[src/rtl/rca_slice_sequencer_if.sv]
// Operand/result handshake bundle for rca_slice_sequencer; master = producer/consumer side, slave = adder.
// ovf and its modport entries exist only when RCA_SEQ_OVF_EN is defined.
interface rca_slice_sequencer_if #(
  parameter int WIDTH = 64
);
  logic             in_valid;
  logic             in_ready;
  logic [WIDTH-1:0] a;
  logic [WIDTH-1:0] b;
  logic             c_in;
  logic             sub;
  logic [WIDTH-1:0] sum;
  logic             c_out;
  logic             out_valid;
  logic             out_ready;
`ifdef RCA_SEQ_OVF_EN
  logic             ovf;

  modport master (
    output in_valid, a, b, c_in, sub, out_ready,
    input  in_ready, sum, c_out, out_valid, ovf
  );
  modport slave (
    input  in_valid, a, b, c_in, sub, out_ready,
    output in_ready, sum, c_out, out_valid, ovf
  );
`else
  modport master (
    output in_valid, a, b, c_in, sub, out_ready,
    input  in_ready, sum, c_out, out_valid
  );
  modport slave (
    input  in_valid, a, b, c_in, sub, out_ready,
    output in_ready, sum, c_out, out_valid
  );
`endif
endinterface

[src/rtl/rca_slice_sequencer.sv]
// Multi-cycle add/sub reusing one SLICE-bit ripple slice; result valid WIDTH/SLICE edges after accept.
// Result held in DONE until out_ready; operands refused while busy or flushing. Optional ovf: RCA_SEQ_OVF_EN.
module rca_slice_sequencer #(
  parameter int WIDTH = 64,
  parameter int SLICE = 16
) (
  input  logic                  clk,
  input  logic                  rst_n,
  input  logic                  flush,
  output logic                  busy,
  rca_slice_sequencer_if.slave  bus
);
  localparam int NSLICE = WIDTH / SLICE;
  localparam int CNT_W  = (NSLICE > 1) ? $clog2(NSLICE) : 1;
  localparam int IDX_W  = (WIDTH > 1) ? $clog2(WIDTH) : 1;

  typedef enum logic [1:0] {IDLE, RUN, DONE} state_t;

  state_t             state_q, state_d;
  logic [CNT_W-1:0]   cnt_q, cnt_d;
  logic [WIDTH-1:0]   a_q, a_d;
  logic [WIDTH-1:0]   b_q, b_d;
  logic [WIDTH-1:0]   sum_q, sum_d;
  logic               carry_q, carry_d;
  logic               c_out_q, c_out_d;
`ifdef RCA_SEQ_OVF_EN
  logic               ovf_q, ovf_d;
  logic               msb_cin;
`endif

  logic [IDX_W-1:0]   slice_base;
  logic [SLICE-1:0]   a_sl;
  logic [SLICE-1:0]   b_sl;
  logic [SLICE:0]     slice_res;
  logic               in_ready_w;

  assign in_ready_w    = (state_q == IDLE) && !flush;
  assign bus.in_ready  = in_ready_w;
  assign bus.out_valid = (state_q == DONE);
  assign bus.sum       = sum_q;
  assign bus.c_out     = c_out_q;
  assign busy          = (state_q != IDLE);
`ifdef RCA_SEQ_OVF_EN
  assign bus.ovf       = ovf_q;
`endif

  // The single shared ripple slice, steered by the slice counter.
  always_comb begin
    slice_base = IDX_W'(cnt_q) * IDX_W'(SLICE);
    a_sl       = a_q[slice_base +: SLICE];
    b_sl       = b_q[slice_base +: SLICE];
    slice_res  = {1'b0, a_sl} + {1'b0, b_sl} + {{SLICE{1'b0}}, carry_q};
  end

`ifdef RCA_SEQ_OVF_EN
  // Carry into the top bit, recovered from the top bit's sum and operand bits.
  assign msb_cin = a_sl[SLICE-1] ^ b_sl[SLICE-1] ^ slice_res[SLICE-1];
`endif

  always_comb begin
    state_d = state_q;
    cnt_d   = cnt_q;
    a_d     = a_q;
    b_d     = b_q;
    sum_d   = sum_q;
    carry_d = carry_q;
    c_out_d = c_out_q;
`ifdef RCA_SEQ_OVF_EN
    ovf_d   = ovf_q;
`endif
    case (state_q)
      IDLE: begin
        if (bus.in_valid && in_ready_w) begin
          a_d     = bus.a;
          b_d     = bus.sub ? ~bus.b : bus.b;
          carry_d = bus.sub ? 1'b1 : bus.c_in;
          cnt_d   = '0;
          state_d = RUN;
        end
      end
      RUN: begin
        if (flush) begin
          state_d = IDLE;
          c_out_d = 1'b0;
`ifdef RCA_SEQ_OVF_EN
          ovf_d   = 1'b0;
`endif
        end else begin
          sum_d[slice_base +: SLICE] = slice_res[SLICE-1:0];
          carry_d                    = slice_res[SLICE];
          if (cnt_q == CNT_W'(NSLICE - 1)) begin
            state_d = DONE;
            c_out_d = slice_res[SLICE];
`ifdef RCA_SEQ_OVF_EN
            ovf_d   = msb_cin ^ slice_res[SLICE];
`endif
          end else begin
            cnt_d = cnt_q + 1'b1;
          end
        end
      end
      DONE: begin
        if (flush) begin
          state_d = IDLE;
          c_out_d = 1'b0;
`ifdef RCA_SEQ_OVF_EN
          ovf_d   = 1'b0;
`endif
        end else if (bus.out_ready) begin
          state_d = IDLE;
        end
      end
      default: state_d = IDLE;
    endcase
  end

  always_ff @(posedge clk or negedge rst_n) begin
    if (!rst_n) begin
      state_q <= IDLE;
      cnt_q   <= '0;
      a_q     <= '0;
      b_q     <= '0;
      sum_q   <= '0;
      carry_q <= 1'b0;
      c_out_q <= 1'b0;
`ifdef RCA_SEQ_OVF_EN
      ovf_q   <= 1'b0;
`endif
    end else begin
      state_q <= state_d;
      cnt_q   <= cnt_d;
      a_q     <= a_d;
      b_q     <= b_d;
      sum_q   <= sum_d;
      carry_q <= carry_d;
      c_out_q <= c_out_d;
`ifdef RCA_SEQ_OVF_EN
      ovf_q   <= ovf_d;
`endif
    end
  end
endmodule
[src/flat_wrapper.sv]
// flat-port wrapper written by rule: the top's interface ports become plain ports
module rca_slice_sequencer_flat 
#(
  parameter int WIDTH = 64,
  parameter int SLICE = 16
)
  (clk, rst_n, flush, busy, bus_in_valid, bus_a, bus_b, bus_c_in, bus_sub, bus_out_ready, bus_in_ready, bus_sum, bus_c_out, bus_out_valid);
  rca_slice_sequencer_if #(.WIDTH(WIDTH)) bus_i ();
  input  logic clk;
  input  logic rst_n;
  input  logic flush;
  output logic busy;
  input wire logic [$bits(bus_i.in_valid)-1:0] bus_in_valid;
  input wire logic [$bits(bus_i.a)-1:0] bus_a;
  input wire logic [$bits(bus_i.b)-1:0] bus_b;
  input wire logic [$bits(bus_i.c_in)-1:0] bus_c_in;
  input wire logic [$bits(bus_i.sub)-1:0] bus_sub;
  input wire logic [$bits(bus_i.out_ready)-1:0] bus_out_ready;
  output wire logic [$bits(bus_i.in_ready)-1:0] bus_in_ready;
  output wire logic [$bits(bus_i.sum)-1:0] bus_sum;
  output wire logic [$bits(bus_i.c_out)-1:0] bus_c_out;
  output wire logic [$bits(bus_i.out_valid)-1:0] bus_out_valid;
  assign bus_i.in_valid = bus_in_valid;
  assign bus_i.a = bus_a;
  assign bus_i.b = bus_b;
  assign bus_i.c_in = bus_c_in;
  assign bus_i.sub = bus_sub;
  assign bus_i.out_ready = bus_out_ready;
  assign bus_in_ready = bus_i.in_ready;
  assign bus_sum = bus_i.sum;
  assign bus_c_out = bus_i.c_out;
  assign bus_out_valid = bus_i.out_valid;
  rca_slice_sequencer #(.WIDTH(WIDTH), .SLICE(SLICE)) u_core (.clk(clk), .rst_n(rst_n), .flush(flush), .busy(busy), .bus(bus_i));
endmodule
[config.mk]
export PLATFORM = sky130hd
export DESIGN_NAME = rca_slice_sequencer_flat
export DESIGN_NICKNAME = d
export VERILOG_FILES = /design/src/rtl/rca_slice_sequencer_if.sv /design/src/rtl/rca_slice_sequencer.sv /design/src/flat_wrapper.sv
export SDC_FILE = /design/constraint.sdc
export NUM_CORES = 1
export LEC_CHECK = 0
export CAP_MARGIN = 20
export CORE_ASPECT_RATIO = 1.1
export CORE_UTILIZATION = 51
export DETAILED_ROUTE_END_ITERATION = 12
export PLACE_DENSITY = 0.87
export SLEW_MARGIN = 25
export SYNTH_ARGS = -nofsm -noshare
export SYNTH_HDL_FRONTEND = slang
export SYNTH_SLANG_ARGS = --single-unit
[constraint.sdc]
create_clock -name clk -period 4.15 [get_ports clk]
set_clock_uncertainty 0.1 [all_clocks]
set_input_delay 1.245 -clock clk [delete_from_list [all_inputs] [get_ports clk]]
set_output_delay 1.245 -clock clk [all_outputs]
set_load 0.05 [all_outputs]
==> out/qor.yml <==
yosysTopAreaCellShare: 0.5211
timing.rr.end: "u_core.bus.sum[29]$_DFFE_PN0P_"
start_kind: "primary input"
multiInputGateArea_sq_mm: 0.004287
clock.fmax_ghz: 0.2729
num_io_pins: 203
coreArea_sq_mm: 0.01835
setup.worst_path.start: "flush"
peakVddDrop_mv: 0.4998
crit_fanout: 6
grt_pass1_vias: 7546
synth_flop_cell: "dfrtp_1"
hpwl_mm: 17.33
ys_ff_latch: 198
min_path_cells: 2
postCtsHoldBufs: 0
hp-class: "flip-flop to flip-flop"
synth-edff-count: 0
switchingPower_uw: 4228
clkTransAtPathRegs_ps: 70
nNetsFinal: 1254
async_flop_share: 1.000
pwr_density_cell_mw_per_mm2: 769.9
synth.most_common_cell: "nand2_1"
grt_pass1_wl_mm: 38.54
tns_ps: 0
drt_pass1_iterations: 5
die-area_sq_mm: 0.01919
start_util: 0.5182
power_frac_seq: 0.302
finalMaxSlewViolations: 0
hp-start: "u_core.a_q[46]$_DFFE_PN0P_"
ys_top_cells_by_area: "dfrtp_1, nand2_1, mux4_2, xnor2_1, o21ai_0"
r2r_setup_slack_ps: 620
clk_latency_ps: 440
drc: 0
rsz0062_at_grt: "false"
p_int_uw: 5328
ant_nets: 0
grt.total_usage: 0.2608
port_buffers: 202
drt_iter0_drc: 481
r2r_start: "u_core.cnt_q[0]$_DFFE_PN0P_"
grt_max_degree: 94
swShare: 0.4424
seq_area_sq_mm: 0.004957
min_to: "u_core.a_q[46]$_DFFE_PN0P_"
yosys.area_share.simple: 0.1427
arrival_ps: 2320
fp.dieH_um: 145.2
viasPerCell: 5.503
leakagePower_uw: 0.005536
synth_adder_area_share: 0.03185
fin_crit_sh: 0.8828
synth_compound_area_frac: 0.1284
cts-buffers-inserted: 17
outcome: "complete, no violations"
finalWirelength_mm: 23.55
syn_inst: 917
ys_seq_area_frac: 0.5211
syn_to_final_growth_pct: 30.54
synth_top_family_by_area: "simple AND/OR/NAND/NOR gates"
setup_viol: 0
cts_sinks: 198
combPwrFrac: 0.518
place_congestion: 0.9190
cp_slowest_stage_delay_ps: 520
slowest_stage: "clkdlybuf4s50_1"
wire_per_inst_um: 17.42
diodes: 0
yosysTopAreaCell: "dfrtp_1"
die_w_um: 132.2
grt-ovfl-total: 0
syn_area_sq_mm: 0.009508
antenna_found_initial: 0
tightestPinTransition_ps: 740.2
row_count: 52
synth_common_cells: "nand2_1, dfrtp_1, o21ai_0, xnor2_1, a22o_1"
critPathRequiredTime_ps: 2800
pwr-share-clk: 0.180
syn_nets: 1075
period_minus_slack_ps: 3664
root_buffer: "clkbuf_16"
crit_chain: "clkdlybuf4s50_1 > nor3_2 > buf_12"
cts_tree: "built"
path_buf_inv: 2
synth_cell_type_count: 49
hold_viol: 0
cts_max_level: 4
ctsResizeCount: 0
cap_violations: 0
cpLargestDelayFamily: "buffers and inverters"
synth_xor_area_frac: 0.07001
fillers: 1332
drive_gt1_frac: 0.09558
end_kind: "primary output"
whs_ps: 375.1
crit_type: "primary input to primary output"
clockBufferDepth: 2
route.vias.total: 7440
yosysWarnings: 0
ff2ff_path_depth: 9
post_cts_buffers: 0
slew_headroom: 0.5065
syn_avg_cell_area_sq_um: 10.37
muxShareOfSynthArea: 0.07698
==> area by class of cell <==
type,instances,share of cell area
Clock buffer,19,0.03569
Multi-Input combinational cell,653,0.3454
Clock inverter,13,0.01341
Inverter,9,0.002722
Tap cell,243,0.02450
Sequential cell,198,0.3994
Timing Repair Buffer,217,0.1789
==> state kept, by name, summed over array words and instances, names as in the netlist <==
name / count
u_core.a_q: 64
u_core.bus.c_out: 1
u_core.carry_q: 1
u_core.cnt_q: 2
u_core.b_q: 64
u_core.state_q: 2
u_core.bus.sum: 64
==> worst max-delay path by stage <==
stage	slack, ps	depth (start not counted)	end
detailed placement	490	3	bus_in_ready
CTS	490	3	bus_in_ready
global route	340	9	u_core.bus.sum[13]$_DFFE_PN0P_
floorplan	660	12	u_core.bus.sum[12]$_DFFE_PN0P_
global placement	510	3	bus_in_ready
finish	490	3	bus_in_ready
==> cells by family after synthesis <==
logic type,after synthesis
mux,33
buf+inv,66
fa+ha+maj,23
flops,198
compound gates,183
simple gates,338
xor+xnor,76
==> stage by stage <==
stage                     utilization  power [uW]  setup slack [ps]  area [sq um]  std cells
after floorplan                     -        6227             659.5          9508        917
after global placement         0.6433        7653             513.7         11800       1320
after detailed placement       0.6433        7838             488.5         11800       1320
after CTS                      0.6765        9572             489.7         12410       1352
after global routing           0.6765       10110             342.1         12410       1352
final                          0.6765        9556             486.2         12410       1352
==> worst min-delay path, cell delays in order (launching register included) <==
cell and delay (ps):
dfrtp_1 340, nand2_1 50, nand2_1 50
==> power groups by stage <==
stage                     Sequential, uW  Combinational (uW)  Clock, uW
after floorplan                     3440                2780          0
after global placement              2880                4780          0
after detailed placement            2910                4920          0
after CTS                           2880                4950       1730
after global routing                2960                5340       1810
final                               2890                4950       1720
==> per-layer routing <==
layer	GRT usage	wire length, um
met1	0.3324	9859
met2	0.4320	11590
met3	0.04542	1154
met4	0.1276	942
met5	0	0
==> cell usage in the layout, fill, tap and decap left out, types with 3 or more instances in the layout <==
| cell | instances |
|---|---|
| a22o_1 | 40 |
| a21o_1 | 7 |
| o31ai_1 | 13 |
| xor2_1 | 6 |
| nand4_1 | 5 |
| buf_12 | 7 |
| clkdlybuf4s50_1 | 199 |
| bufinv_16 | 3 |
| a21oi_1 | 11 |
| a211oi_1 | 4 |
| nor2_2 | 5 |
| inv_1 | 8 |
| ha_1 | 21 |
| clkbuf_16 | 17 |
| inv_6 | 6 |
| o21ai_1 | 5 |
| or2_2 | 4 |
| clkinv_2 | 3 |
| dfrtp_1 | 196 |
| o21ai_0 | 83 |
| nand3_1 | 4 |
| o21a_1 | 3 |
| nand2_1 | 294 |
| buf_4 | 10 |
| xnor2_1 | 70 |
| nor2_1 | 11 |
| mux4_2 | 32 |
Power figures use the tool's default switching activity.
